===== src/rtl/cp0_pkg.sv =====
// Shared CP0 constants: ExcCodes, register addresses ({reg, sel}), exc_flags bit indices.
package cp0_pkg;

  localparam logic [4:0] EXC_INT  = 5'h00;
  localparam logic [4:0] EXC_ADEL = 5'h04;
  localparam logic [4:0] EXC_ADES = 5'h05;
  localparam logic [4:0] EXC_SYS  = 5'h08;
  localparam logic [4:0] EXC_BP   = 5'h09;
  localparam logic [4:0] EXC_RI   = 5'h0a;
  localparam logic [4:0] EXC_OV   = 5'h0c;

  localparam logic [7:0] ADDR_BADVADDR = 8'h40;
  localparam logic [7:0] ADDR_COUNT    = 8'h48;
  localparam logic [7:0] ADDR_COMPARE  = 8'h58;
  localparam logic [7:0] ADDR_STATUS   = 8'h60;
  localparam logic [7:0] ADDR_CAUSE    = 8'h68;
  localparam logic [7:0] ADDR_EPC      = 8'h70;

  localparam int unsigned FLAG_ADEL_IF = 6;
  localparam int unsigned FLAG_RI      = 5;
  localparam int unsigned FLAG_OV      = 4;
  localparam int unsigned FLAG_SYS     = 3;
  localparam int unsigned FLAG_BP      = 2;
  localparam int unsigned FLAG_ADEL_D  = 1;
  localparam int unsigned FLAG_ADES    = 0;

  // Fixed-priority ExcCode select; only meaningful when some event is present.
  function automatic logic [4:0] exc_code(input logic int_pend, input logic [6:0] flags);
    if (int_pend)                   return EXC_INT;
    else if (flags[FLAG_ADEL_IF])   return EXC_ADEL;
    else if (flags[FLAG_RI])        return EXC_RI;
    else if (flags[FLAG_OV])        return EXC_OV;
    else if (flags[FLAG_SYS])       return EXC_SYS;
    else if (flags[FLAG_BP])        return EXC_BP;
    else if (flags[FLAG_ADEL_D])    return EXC_ADEL;
    else                            return EXC_ADES;
  endfunction

endpackage


===== src/rtl/cp0_timer.sv =====
// CP0 Count/Compare timer with TI flag; Count advances once every COUNT_DIV cycles.
module cp0_timer #(
  parameter int unsigned COUNT_DIV = 2
) (
  input  logic        clk,
  input  logic        reset,
  input  logic        i_wr_count,
  input  logic        i_wr_compare,
  input  logic [31:0] i_wdata,
  output logic [31:0] o_count,
  output logic [31:0] o_compare,
  output logic        o_ti
);

  localparam int unsigned DivW = (COUNT_DIV > 1) ? $clog2(COUNT_DIV) : 1;

  logic [DivW-1:0] r_div, w_div_d;
  logic [31:0]     r_count, w_count_d, r_compare;
  logic            r_ti;

  always_comb begin
    w_count_d = r_count;
    w_div_d   = r_div + 1'b1;
    if (i_wr_count) begin
      w_count_d = i_wdata;
      w_div_d   = '0;
    end else if (r_div == DivW'(COUNT_DIV - 1)) begin
      w_count_d = r_count + 32'd1;
      w_div_d   = '0;
    end
  end

  // Compare write clears TI and wins over a match in the same cycle.
  always_ff @(posedge clk) begin
    if (reset) begin
      r_count   <= '0;
      r_div     <= '0;
      r_compare <= '0;
      r_ti      <= 1'b0;
    end else begin
      r_count <= w_count_d;
      r_div   <= w_div_d;
      if (i_wr_compare) begin
        r_compare <= i_wdata;
        r_ti      <= 1'b0;
      end else if (w_count_d == r_compare) begin
        r_ti <= 1'b1;
      end
    end
  end

  assign o_count   = r_count;
  assign o_compare = r_compare;
  assign o_ti      = r_ti;

endmodule


===== src/rtl/cp0_unit.sv =====
// MIPS-style CP0: Status/Cause/EPC/BadVAddr, exception and eret redirect at WB.
// Timer (Count/Compare/TI) present only when CP0_TIMER_EN is defined.
module cp0_unit
  import cp0_pkg::*;
#(
  parameter int unsigned HW_INT_NUM     = 6,
  parameter int unsigned COUNT_DIV      = 2,
  parameter logic [31:0] EXC_ENTER_ADDR = 32'hBFC00380
) (
  input  logic                  clk,
  input  logic                  reset,
  input  logic                  wb_valid,
  input  logic                  mtc0,
  input  logic                  mfc0,
  input  logic                  eret,
  input  logic [7:0]            cp0_addr,
  input  logic [31:0]           cp0_wdata,
  input  logic [6:0]            exc_flags,
  input  logic [31:0]           pc,
  input  logic [31:0]           badvaddr_in,
  input  logic                  is_ds,
  input  logic [HW_INT_NUM-1:0] hw_int,
  output logic [31:0]           cp0_rdata,
  output logic                  exc_valid,
  output logic [31:0]           exc_pc,
  output logic                  rf_kill,
  output logic [31:0]           status_o,
  output logic [31:0]           cause_o,
  output logic [31:0]           epc_o
);

  logic [7:0]  r_im;
  logic        r_exl, r_ie, r_bd;
  logic [4:0]  r_exccode;
  logic [1:0]  r_ip_sw;
  logic [5:0]  r_ip_hw;
  logic [31:0] r_epc, r_badvaddr;

  logic [5:0]  w_hw_ext;
  logic [7:0]  w_ip;
  logic [31:0] w_count, w_compare;
  logic        w_ti, w_int_pend, w_exc_take, w_eret_take, w_wr;
  logic [4:0]  w_code;
  logic        w_unused_mfc0;

  // mfc0 needs no qualification: the read mux is always live.
  assign w_unused_mfc0 = mfc0;

  always_comb begin
    w_hw_ext                   = '0;
    w_hw_ext[HW_INT_NUM-1:0]   = hw_int;
  end

`ifdef CP0_TIMER_EN
  cp0_timer #(
    .COUNT_DIV (COUNT_DIV)
  ) u_timer (
    .clk          (clk),
    .reset        (reset),
    .i_wr_count   (w_wr && (cp0_addr == ADDR_COUNT)),
    .i_wr_compare (w_wr && (cp0_addr == ADDR_COMPARE)),
    .i_wdata      (cp0_wdata),
    .o_count      (w_count),
    .o_compare    (w_compare),
    .o_ti         (w_ti)
  );
`else
  logic [4:0] w_unused_div;
  assign w_unused_div = 5'(COUNT_DIV);
  assign w_count      = '0;
  assign w_compare    = '0;
  assign w_ti         = 1'b0;
`endif

  // IP7 is shared by the timer and the sixth hardware line.
  assign w_ip        = {w_ti | r_ip_hw[5], r_ip_hw[4:0], r_ip_sw};
  assign w_int_pend  = r_ie & ~r_exl & (|(w_ip & r_im));
  assign w_exc_take  = ~reset & wb_valid & (w_int_pend | (|exc_flags));
  assign w_eret_take = ~reset & wb_valid & eret & ~w_exc_take;
  assign w_wr        = wb_valid & mtc0 & ~w_exc_take;
  assign w_code      = exc_code(w_int_pend, exc_flags);

  assign exc_valid = w_exc_take | w_eret_take;
  assign rf_kill   = w_exc_take;
  assign exc_pc    = w_exc_take ? EXC_ENTER_ADDR : r_epc;

  assign status_o = {9'b0, 1'b1, 6'b0, r_im, 6'b0, r_exl, r_ie};
  assign cause_o  = {r_bd, w_ti, 14'b0, w_ip, 1'b0, r_exccode, 2'b0};
  assign epc_o    = r_epc;

  always_comb begin
    cp0_rdata = '0;
    case (cp0_addr)
      ADDR_BADVADDR: cp0_rdata = r_badvaddr;
      ADDR_COUNT:    cp0_rdata = w_count;
      ADDR_COMPARE:  cp0_rdata = w_compare;
      ADDR_STATUS:   cp0_rdata = status_o;
      ADDR_CAUSE:    cp0_rdata = cause_o;
      ADDR_EPC:      cp0_rdata = r_epc;
      default:       cp0_rdata = '0;
    endcase
  end

  always_ff @(posedge clk) begin
    if (reset) begin
      r_im       <= '0;
      r_exl      <= 1'b0;
      r_ie       <= 1'b0;
      r_bd       <= 1'b0;
      r_exccode  <= '0;
      r_ip_sw    <= '0;
      r_ip_hw    <= '0;
      r_epc      <= '0;
      r_badvaddr <= '0;
    end else begin
      r_ip_hw <= w_hw_ext;
      if (w_exc_take) begin
        r_exl     <= 1'b1;
        r_exccode <= w_code;
        // Nested exceptions keep the original return point.
        if (!r_exl) begin
          r_epc <= is_ds ? (pc - 32'd4) : pc;
          r_bd  <= is_ds;
        end
        if ((w_code == EXC_ADEL) || (w_code == EXC_ADES)) begin
          r_badvaddr <= exc_flags[FLAG_ADEL_IF] ? pc : badvaddr_in;
        end
      end else begin
        if (w_eret_take) r_exl <= 1'b0;
        if (w_wr) begin
          case (cp0_addr)
            ADDR_STATUS: begin
              r_im  <= cp0_wdata[15:8];
              r_exl <= cp0_wdata[1];
              r_ie  <= cp0_wdata[0];
            end
            ADDR_CAUSE: r_ip_sw <= cp0_wdata[9:8];
            ADDR_EPC:   r_epc   <= cp0_wdata;
            default: ;
          endcase
        end
      end
    end
  end

endmodule


===== config.mk =====
export PLATFORM = sky130hd
export DESIGN_NAME = cp0_unit
export DESIGN_NICKNAME = d
export VERILOG_FILES = /design/src/rtl/cp0_pkg.sv /design/src/rtl/cp0_timer.sv /design/src/rtl/cp0_unit.sv
export SDC_FILE = /design/constraint.sdc
export NUM_CORES = 1
export LEC_CHECK = 0
export CORE_UTILIZATION = 35
export DETAILED_ROUTE_END_ITERATION = 6
export PLACE_DENSITY = 0.75
export SLEW_MARGIN = 20
export SYNTH_ARGS = -nofsm -noshare
export SYNTH_HDL_FRONTEND = slang
export SYNTH_SLANG_ARGS = --single-unit
export TNS_END_PERCENT = 50

===== constraint.sdc =====
create_clock -name clk -period 2.1 [get_ports clk]
set_input_delay 0.42 -clock clk [delete_from_list [all_inputs] [get_ports clk]]
set_output_delay 0.42 -clock clk [all_outputs]
set_load 0.02 [all_outputs]

==> results of run 1 <==
-- logic make-up (layout without fill, tap and decap cells) --
| kind of cell | after synthesis | in the layout |
|---|---|---|
| AOI/OAI and AO/OA | 147 | 147 |
| DFF | 87 | 87 |
| adders and majority gates | 1 | 1 |
| buffers and inverters | 113 | 441 |
| muxes | 43 | 43 |
| other | 2 | 41 |
| xor gates and xnor gates | 29 | 29 |
| and+or+nand+nor | 243 | 243 |
-- timing repair --
action                                  CTS  global route
endpoints found under the setup margin  145           146
setup buffers                            20            10
pin swaps                                26            50
cloned                                    9             5
gates resized for setup                 469           126
-- sequential cells by signal, summed over array words and instances (netlist names) --
register and flops:
r_im 8, r_ip_hw 6, epc_o 32, r_ip_sw 2, r_exccode 4, r_badvaddr 32
r_ie 1, r_bd 1, r_exl 1
-- synth_stat cells (7+ instances only) --
master     number
xnor2_1        25
and2_1         21
a222oi_1        7
clkbuf_1       40
a211oi_1       37
nand4_1        14
buf_4          47
inv_1          13
buf_2          11
dfxtp_1        87
a22oi_1        16
nand2b_1       13
o32ai_1        15
nor2_1         88
a22o_1         22
nor2b_1        10
nand2_1        42
nor4_1          8
o2111ai_1      12
nand3_1         7
mux2i_1        43
nor3_1         14
-- how the worst max path moves through the flow --
stage              endpoint  slack [ps]  depth (start not counted)
2_1_floorplan    exc_pc[10]        -110                          6
3_3_place_gp      exc_pc[3]        -980                          8
3_5_place_dp   cp0_rdata[2]        -990                          8
4_1_cts             rf_kill        -570                          8
5_1_grt          exc_pc[26]        -600                         10
6_report            rf_kill        -550                          8
-- power by group through the flow --
| stage | Sequential (uW) | Clock (uW) | Combinational, uW |
|---|---|---|---|
| floorplan | 1890 | 0 | 588 |
| global placement | 1860 | 0 | 1260 |
| detailed placement | 1860 | 0 | 1270 |
| CTS | 1820 | 1830 | 1370 |
| global route | 1840 | 1900 | 1570 |
| finish | 1830 | 1830 | 1500 |
-- worst min-delay path, cell delays in order (launching register included) --
cell and delay [ps]:
dfxtp_1 310, nor2_1 100, a211oi_1 50
-- layout by cell type, fill, tap and decap left out, types with 14 or more instances in the layout --
master	n
buf_4	110
conb_1	41
clkdlybuf4s50_1	155
nor2_1	74
and2_4	20
mux2i_1	42
dfxtp_1	78
a22o_1	21
nand4_1	14
xnor2_1	25
a211oi_1	37
buf_12	19
buf_6	86
nand2_1	38
-- final cells by class --
class | instances | area (um2)
clock inverters | 4 | 77.6
multi-input cells | 504 | 3950
inverters | 14 | 60.1
repair buffers | 411 | 4280
fillers | 1153 | 4720
clock buffers | 12 | 256
well taps | 211 | 264
flip-flops and latches | 87 | 1760
-- routing by layer --
| metal | GRT usage, % | share of wire, % | vias up |
|---|---|---|---|
| met5 | 0 | 0 | - |
| met4 | 13.3 | 4.4 | 0 |
| met3 | 7.01 | 8.7 | 75 |
| met2 | 47.4 | 47 | 389 |
| met1 | 37.5 | 39 | 3283 |
| li1 | - | - | 3085 |
-- stage by stage --
stage	hold slack (ps)	cell area, um2	std cells
final	504	10600	1243
after global routing	531	10600	1243
after CTS	501	10100	1232
after detailed placement	492	9120	1189
after global placement	486	9120	1189
after floorplan	445	5910	704
==> run summary, run 1 <==
Syn Area/Cell: 8.38 um2
vias in the first global route: 6385
worst-case clock skew: 7.34 ps
Worst EP required: 1680 ps
final net count: 1152
Initial DRT Pass Iterations: 5
CP max FO: 5
largest family of logic cells by synthesized area: simple AND/OR/NAND/NOR gates
Synth top area share: 31.2%
sequential element share of the synthesized area: 31.2%
DP Wirelength: 17.1 mm
row count: 45
final hold viol count: 0
count of cell types in the netlist: 68
worst reg2reg setup slack: -300 ps
status: complete, but fails checks
routed wirelength normalized by instance count: 21.3 um
drt initial violations: 487
EDFF count, synth: 0
total CTS buffers: 9
period utilization: 126%
H-tree levels: 3
Leak: 0.00447 uW
Final Critical Period: 2650 ps
pin count of the biggest net entering global routing: 39
Critical Path AT: 2230 ps
family with the most delay on the worst path: compound AO/OA/AOI/OAI gates
Die Wd: 128 um
Critical Path Start: r_ip_hw[4]$_SDFF_PP0_
CTS Hold Bufs: 0
CP dominant cell by count: buf_6
Gate Count Post-Synth: 665
global placement routability congestion: 0.855
setup ws final: -548 ps
Vias: 6832
Hold Startpoint: r_badvaddr[26]$_SDFFE_PP0P_
Post-Synth XOR/XNOR Area: 4.56%
DP Worst Slack: -990 ps
IO Pins: 286
Longest Clk Path Bufs: 2
Synth Register Bits: 87
failing checks: negative setup slack
Reg clk slew, reported paths: 70 ps
Die ar.: 16400 um2
first-pass GRT wire length: 36.6 mm
worst r2r src: r_ip_hw[4]$_SDFF_PP0_
R2R Path End: r_exccode[2]$_SDFFE_PP0P_
RSZ-0062 raised after global routing: true
CTS tree: built
CP endpoint kind: output port
WP buf/inv: 5
Clk Tree Root Cell: clkbuf_16
Yosys warning count: 0
power share of the sequential group: 35.5%
Max-slew headroom: 54.3%
worst reg2reg path depth: 11
crit-path cells: a22o_4 -> o41a_1 -> a21oi_4 -> buf_6 -> buf_12 -> buf_8 -> inv_8 -> buf_6
Clk pwr share: 35.5%
top_reg_cell synth: dfxtp_1
Total Routed Length: 26.4 mm
Power, Total: 5160 uW
synthesized area: 5580 um2
area grow syn2layout: 91.0%
mux cell area share after synthesis: 7.72%
n_diodes: 0
Synth Area in Adders: 0.224%
Finished Core Util: 69.3%
Simple-Gate Fraction of Synth Area: 22.9%
synth top area cells: dfxtp_1 (31%), mux2i_1 (7.7%), buf_4 (6.3%), nor2_1 (5.9%), a211oi_1 (5.0%)
Starting Density: 36.3%
layout cells sized above 1: 36.6%
worst min-delay path endpoint: r_badvaddr[26]$_SDFFE_PP0P_
Setup CP Type: flop to output port
remaining antenna violation count: 0
CTS sink count: 87
Async SR Flop Fraction: 0%
slew of the pin with the lowest slew margin: 686 ps
# setup viols final: 139
sw frac: 29.5%
combinational share of power: 29.0%
Die H: 128 um
Hold Crit Depth: 2
worst skew pair latency: 350 ps
achievable clock frequency: 0.378 GHz
Vias/cell: 5.50
crit start category: flop
Pins Over Slew Limit: 0
placeable core region: 15400 um2
maximum VDD drop: 0.472 mV
GR Overflow Total: 0
area fraction in compound gates after synthesis: 22.1%
antenna violations before repair: 0
total negative slack: -31880 ps
CP max-delay cell: o41a_1
Internal: 3630 uW
detailed-route DRC error count: 0
GRT Util Overall: 29.6%
power per cell area: 484 nW/um2
NetSw: 1520 uW
Yosys top cell by area: dfxtp_1
CP max stage delay: 490 ps
number of max-cap violations: 0
Hold Path Class: flop to flop
IO buf count: 243
No activity file was read; power rests on OpenSTA's default activity.
==> run 2: changes to the inputs <==
--- a/config.mk
+++ b/config.mk
@@ -5,10 +5,10 @@
 export SDC_FILE = /design/constraint.sdc
 export NUM_CORES = 1
 export LEC_CHECK = 0
-export CORE_UTILIZATION = 35
+export CORE_UTILIZATION = 37
 export DETAILED_ROUTE_END_ITERATION = 6
-export PLACE_DENSITY = 0.75
-export SLEW_MARGIN = 20
+export PLACE_DENSITY = 0.78
+export SLEW_MARGIN = 30
 export SYNTH_ARGS = -nofsm -noshare
 export SYNTH_HDL_FRONTEND = slang
 export SYNTH_SLANG_ARGS = --single-unit
==> run 2 against run 1 <==
Net effect:
- the flow finishes with violations (design-rule violations, negative setup slack)
- utilization up 1.2 points
- sequential power about the same
- register-to-register slack worse by 40 ps
- critical path depth down 1
- global-route usage up 0.089 points
- routed wire length down 6.1%
- first-iteration DRC count up 10%
- non-clock buffer count up 2
- count of clock-buffer cells in the layout down 2
- largest cell class unchanged
- largest power group unchanged
- highest routed layer unchanged
==> run summary, run 2 (same netlist as run 1, synthesis figures left out) <==
status: complete, but fails checks (unchanged)
Max-slew headroom: 54.4% (was 54.3%)
Starting Density: 38.1% (was 36.3%)
slew of the pin with the lowest slew margin: 684 ps (was 686 ps)
total CTS buffers: 9 (unchanged)
area occupied by multi-input gates: 3880 um2 (was 3950 um2)
maximum VDD drop: 0.351 mV (was 0.472 mV)
power per cell area: 475 nW/um2 (was 484 nW/um2)
final net count: 1154 (was 1152)
routed wirelength normalized by instance count: 20.4 um (was 21.3 um)
Hold Crit Depth: 2 (unchanged)
pin count of the biggest net entering global routing: 37 (was 39)
Worst EP required: 1680 ps (about the same)
setup ws final: -530 ps (was -548 ps)
failing checks: design-rule violations, negative setup slack (was negative setup slack)
worst skew pair latency: 340 ps (was 350 ps)
IO Pins: 286 (unchanged)
worst reg2reg path depth: 9 (was 11)
final hold viol count: 0 (unchanged)
global placement routability congestion: 0.864 (was 0.855)
Setup CP Type: flop to output port (unchanged)
Leak: 0.00433 uW (was 0.00447 uW)
final cell count without fillers: 1218 (was 1243)
GR Overflow Total: 0 (unchanged)
worst-case clock skew: 5.92 ps (was 7.34 ps)
area grow syn2layout: 85.0% (was 91.0%)
crit start category: flop (unchanged)
Vias: 6717 (was 6832)
Vias/cell: 5.51 (was 5.50)
Die ar.: 15600 um2 (was 16400 um2)
first-pass GRT wire length: 35.8 mm (was 36.6 mm)
Total Routed Length: 24.8 mm (was 26.4 mm)
n_diodes: 0 (unchanged)
CP max FO: 5 (unchanged)
achievable clock frequency: 0.380 GHz (was 0.378 GHz)
DP Cell Count: 1169 (was 1189)
CP max-delay cell: o41a_1 (unchanged)
CP max stage delay: 470 ps (was 490 ps)
leading cell type in the layout, fill and taps excluded: clkdlybuf4s50_1 (unchanged)
Longest Clk Path Bufs: 2 (unchanged)
CP endpoint kind: output port (unchanged)
CTS Hold Bufs: 0 (unchanged)
CP dominant cell by count: buf_6 (unchanged)
commonest non-fill, non-tap cells in the layout: clkdlybuf4s50_1 (153), buf_4 (130), buf_6 (87) (was clkdlybuf4s50_1 (155), buf_4 (110), buf_6 (86))
R2R Path End: epc_o[2]$_SDFFE_PP0P_ (was r_exccode[2]$_SDFFE_PP0P_)
Finished Core Util: 70.4% (was 69.3%)
Die Wd: 125 um (was 128 um)
DP Wirelength: 16.8 mm (was 17.1 mm)
crit-path cells: a22o_4 -> o41a_1 -> a21oi_4 -> buf_8 -> buf_6 -> nand2b_4 -> buf_6 (was a22o_4 -> o41a_1 -> a21oi_4 -> buf_6 -> buf_12 -> buf_8 -> inv_8 -> buf_6)
Pins Over Slew Limit: 0 (unchanged)
row count: 44 (was 45)
CTS tree: built (unchanged)
period utilization: 125% (was 126%)
Die H: 125 um (was 128 um)
IO buf count: 243 (unchanged)
detailed-route DRC error count: 32 (was 0)
layout cells sized above 1: 37.2% (was 36.6%)
placeable core region: 14600 um2 (was 15400 um2)
remaining antenna violation count: 0 (unchanged)
vias in the first global route: 6411 (was 6385)
Clk Tree Root Cell: clkbuf_16 (unchanged)
antenna violations before repair: 0 (unchanged)
Filler cells: 1091 (was 1153)
Final Critical Period: 2630 ps (was 2650 ps)
worst r2r src: r_ip_sw[0]$_SDFFE_PP0P_ (was r_ip_hw[4]$_SDFF_PP0_)
Reg clk slew, reported paths: 70 ps (about the same)
register area: 1760 um2 (unchanged)
H-tree levels: 3 (unchanged)
worst min-delay path endpoint: r_exccode[2]$_SDFFE_PP0P_ (was r_badvaddr[26]$_SDFFE_PP0P_)
RSZ-0062 raised after global routing: true (unchanged)
Hold Path Class: flop to flop (unchanged)
worst reg2reg setup slack: -340 ps (was -300 ps)
GRT Util Overall: 29.6% (about the same)
Critical Path AT: 2210 ps (was 2230 ps)
CTS sink count: 87 (unchanged)
Initial DRT Pass Iterations: 7 (was 5)
Power, Total: 4900 uW (was 5160 uW)
drt initial violations: 538 (was 487)
number of max-cap violations: 0 (unchanged)
Hold Startpoint: r_exccode[2]$_SDFFE_PP0P_ (was r_badvaddr[26]$_SDFFE_PP0P_)
# setup viols final: 137 (was 139)
Hold Slack: 481 ps (was 504 ps)
==> run 2: cell count changes in the layout (fill, tap and decap cells not counted), moves of 5 or more <==
cell and delta:
buf_12 -5, o32ai_1 +7, o32ai_2 -7, buf_8 -7
nor2_2 +11, buf_4 +20, nor2_4 -10
==> run 2: cell type report <==
class / count / area share [%]
clock buffer: 10 / 2.22
multi-input combinational: 504 / 37.6
tap: 184 / 2.23
inverter: 14 / 0.631
timing repair buffer: 413 / 39.6
sequential: 87 / 17.0
clock inverter: 6 / 0.679
==> run 2: metrics by stage <==
step | cell area (um2) | setup slack, ps | TNS [ps]
global placement | 9130 | -999 | -103250
detailed placement | 9130 | -1060 | -106740
global route | 10300 | -587 | -42070
CTS | 10100 | -569 | -36280
finish | 10300 | -530 | -31660
floorplan | 5910 | -113 | -4130
==> run 2: metal layers <==
metal	up-vias	share of wire (%)	track usage [%]	wire, um
met5	-	0	0	0
met4	0	4.4	15.0	1080
met3	69	7.8	5.88	1930
met2	337	48	49.8	11900
met1	3218	40	35.9	9900
li1	3093	-	-	-
==> run 2: what timing repair did <==
item,in CTS,in global routing
gates resized for setup,498,80
endpoints found under the setup margin,145,146
pin swaps,38,36
setup buffers,20,16
cloned,6,2
==> run 2: power by group <==
group / leakage [uW] / switching, uW / internal (uW)
Combinational: 0.00348 / 689 / 741
Clock: 0.000135 / 715 / 930
Sequential: 0.000717 / 86.4 / 1740
==> run 2: worst max-delay path: cells and delay by family, from the launching register on <==
kind,cells,cell delay [ps]
AO/OA/AOI/OAI,3,1010
buffers and inverters,3,450
flip-flops,1,350
AND/OR/NAND/NOR,1,50
==> run 2: how the worst max path moves through the flow <==
| stage | from | endpoint | slack (ps) | cells past startpoint |
|---|---|---|---|---|
| 2_1_floorplan | r_ip_hw[3]$_SDFF_PP0_ | exc_pc[10] | -110 | 6 |
| 3_3_place_gp | exc_flags[2] | exc_pc[10] | -1000 | 8 |
| 3_5_place_dp | cp0_addr[1] | cp0_rdata[1] | -1060 | 8 |
| 4_1_cts | r_im[5]$_SDFFE_PP0P_ | exc_pc[12] | -570 | 7 |
| 5_1_grt | exc_flags[1] | rf_kill | -590 | 8 |
| 6_report | r_ip_sw[0]$_SDFFE_PP0P_ | exc_pc[24] | -530 | 7 |
==> run 3: changes to the inputs <==
--- a/config.mk
+++ b/config.mk
@@ -7,6 +7,7 @@
 export LEC_CHECK = 0
 export CORE_UTILIZATION = 37
 export DETAILED_ROUTE_END_ITERATION = 6
+export HOLD_SLACK_MARGIN = 0.12
 export PLACE_DENSITY = 0.78
 export SLEW_MARGIN = 30
 export SYNTH_ARGS = -nofsm -noshare
==> results of run 3 <==
No change in the layout: final DEF, timing and power equal those of run 2.
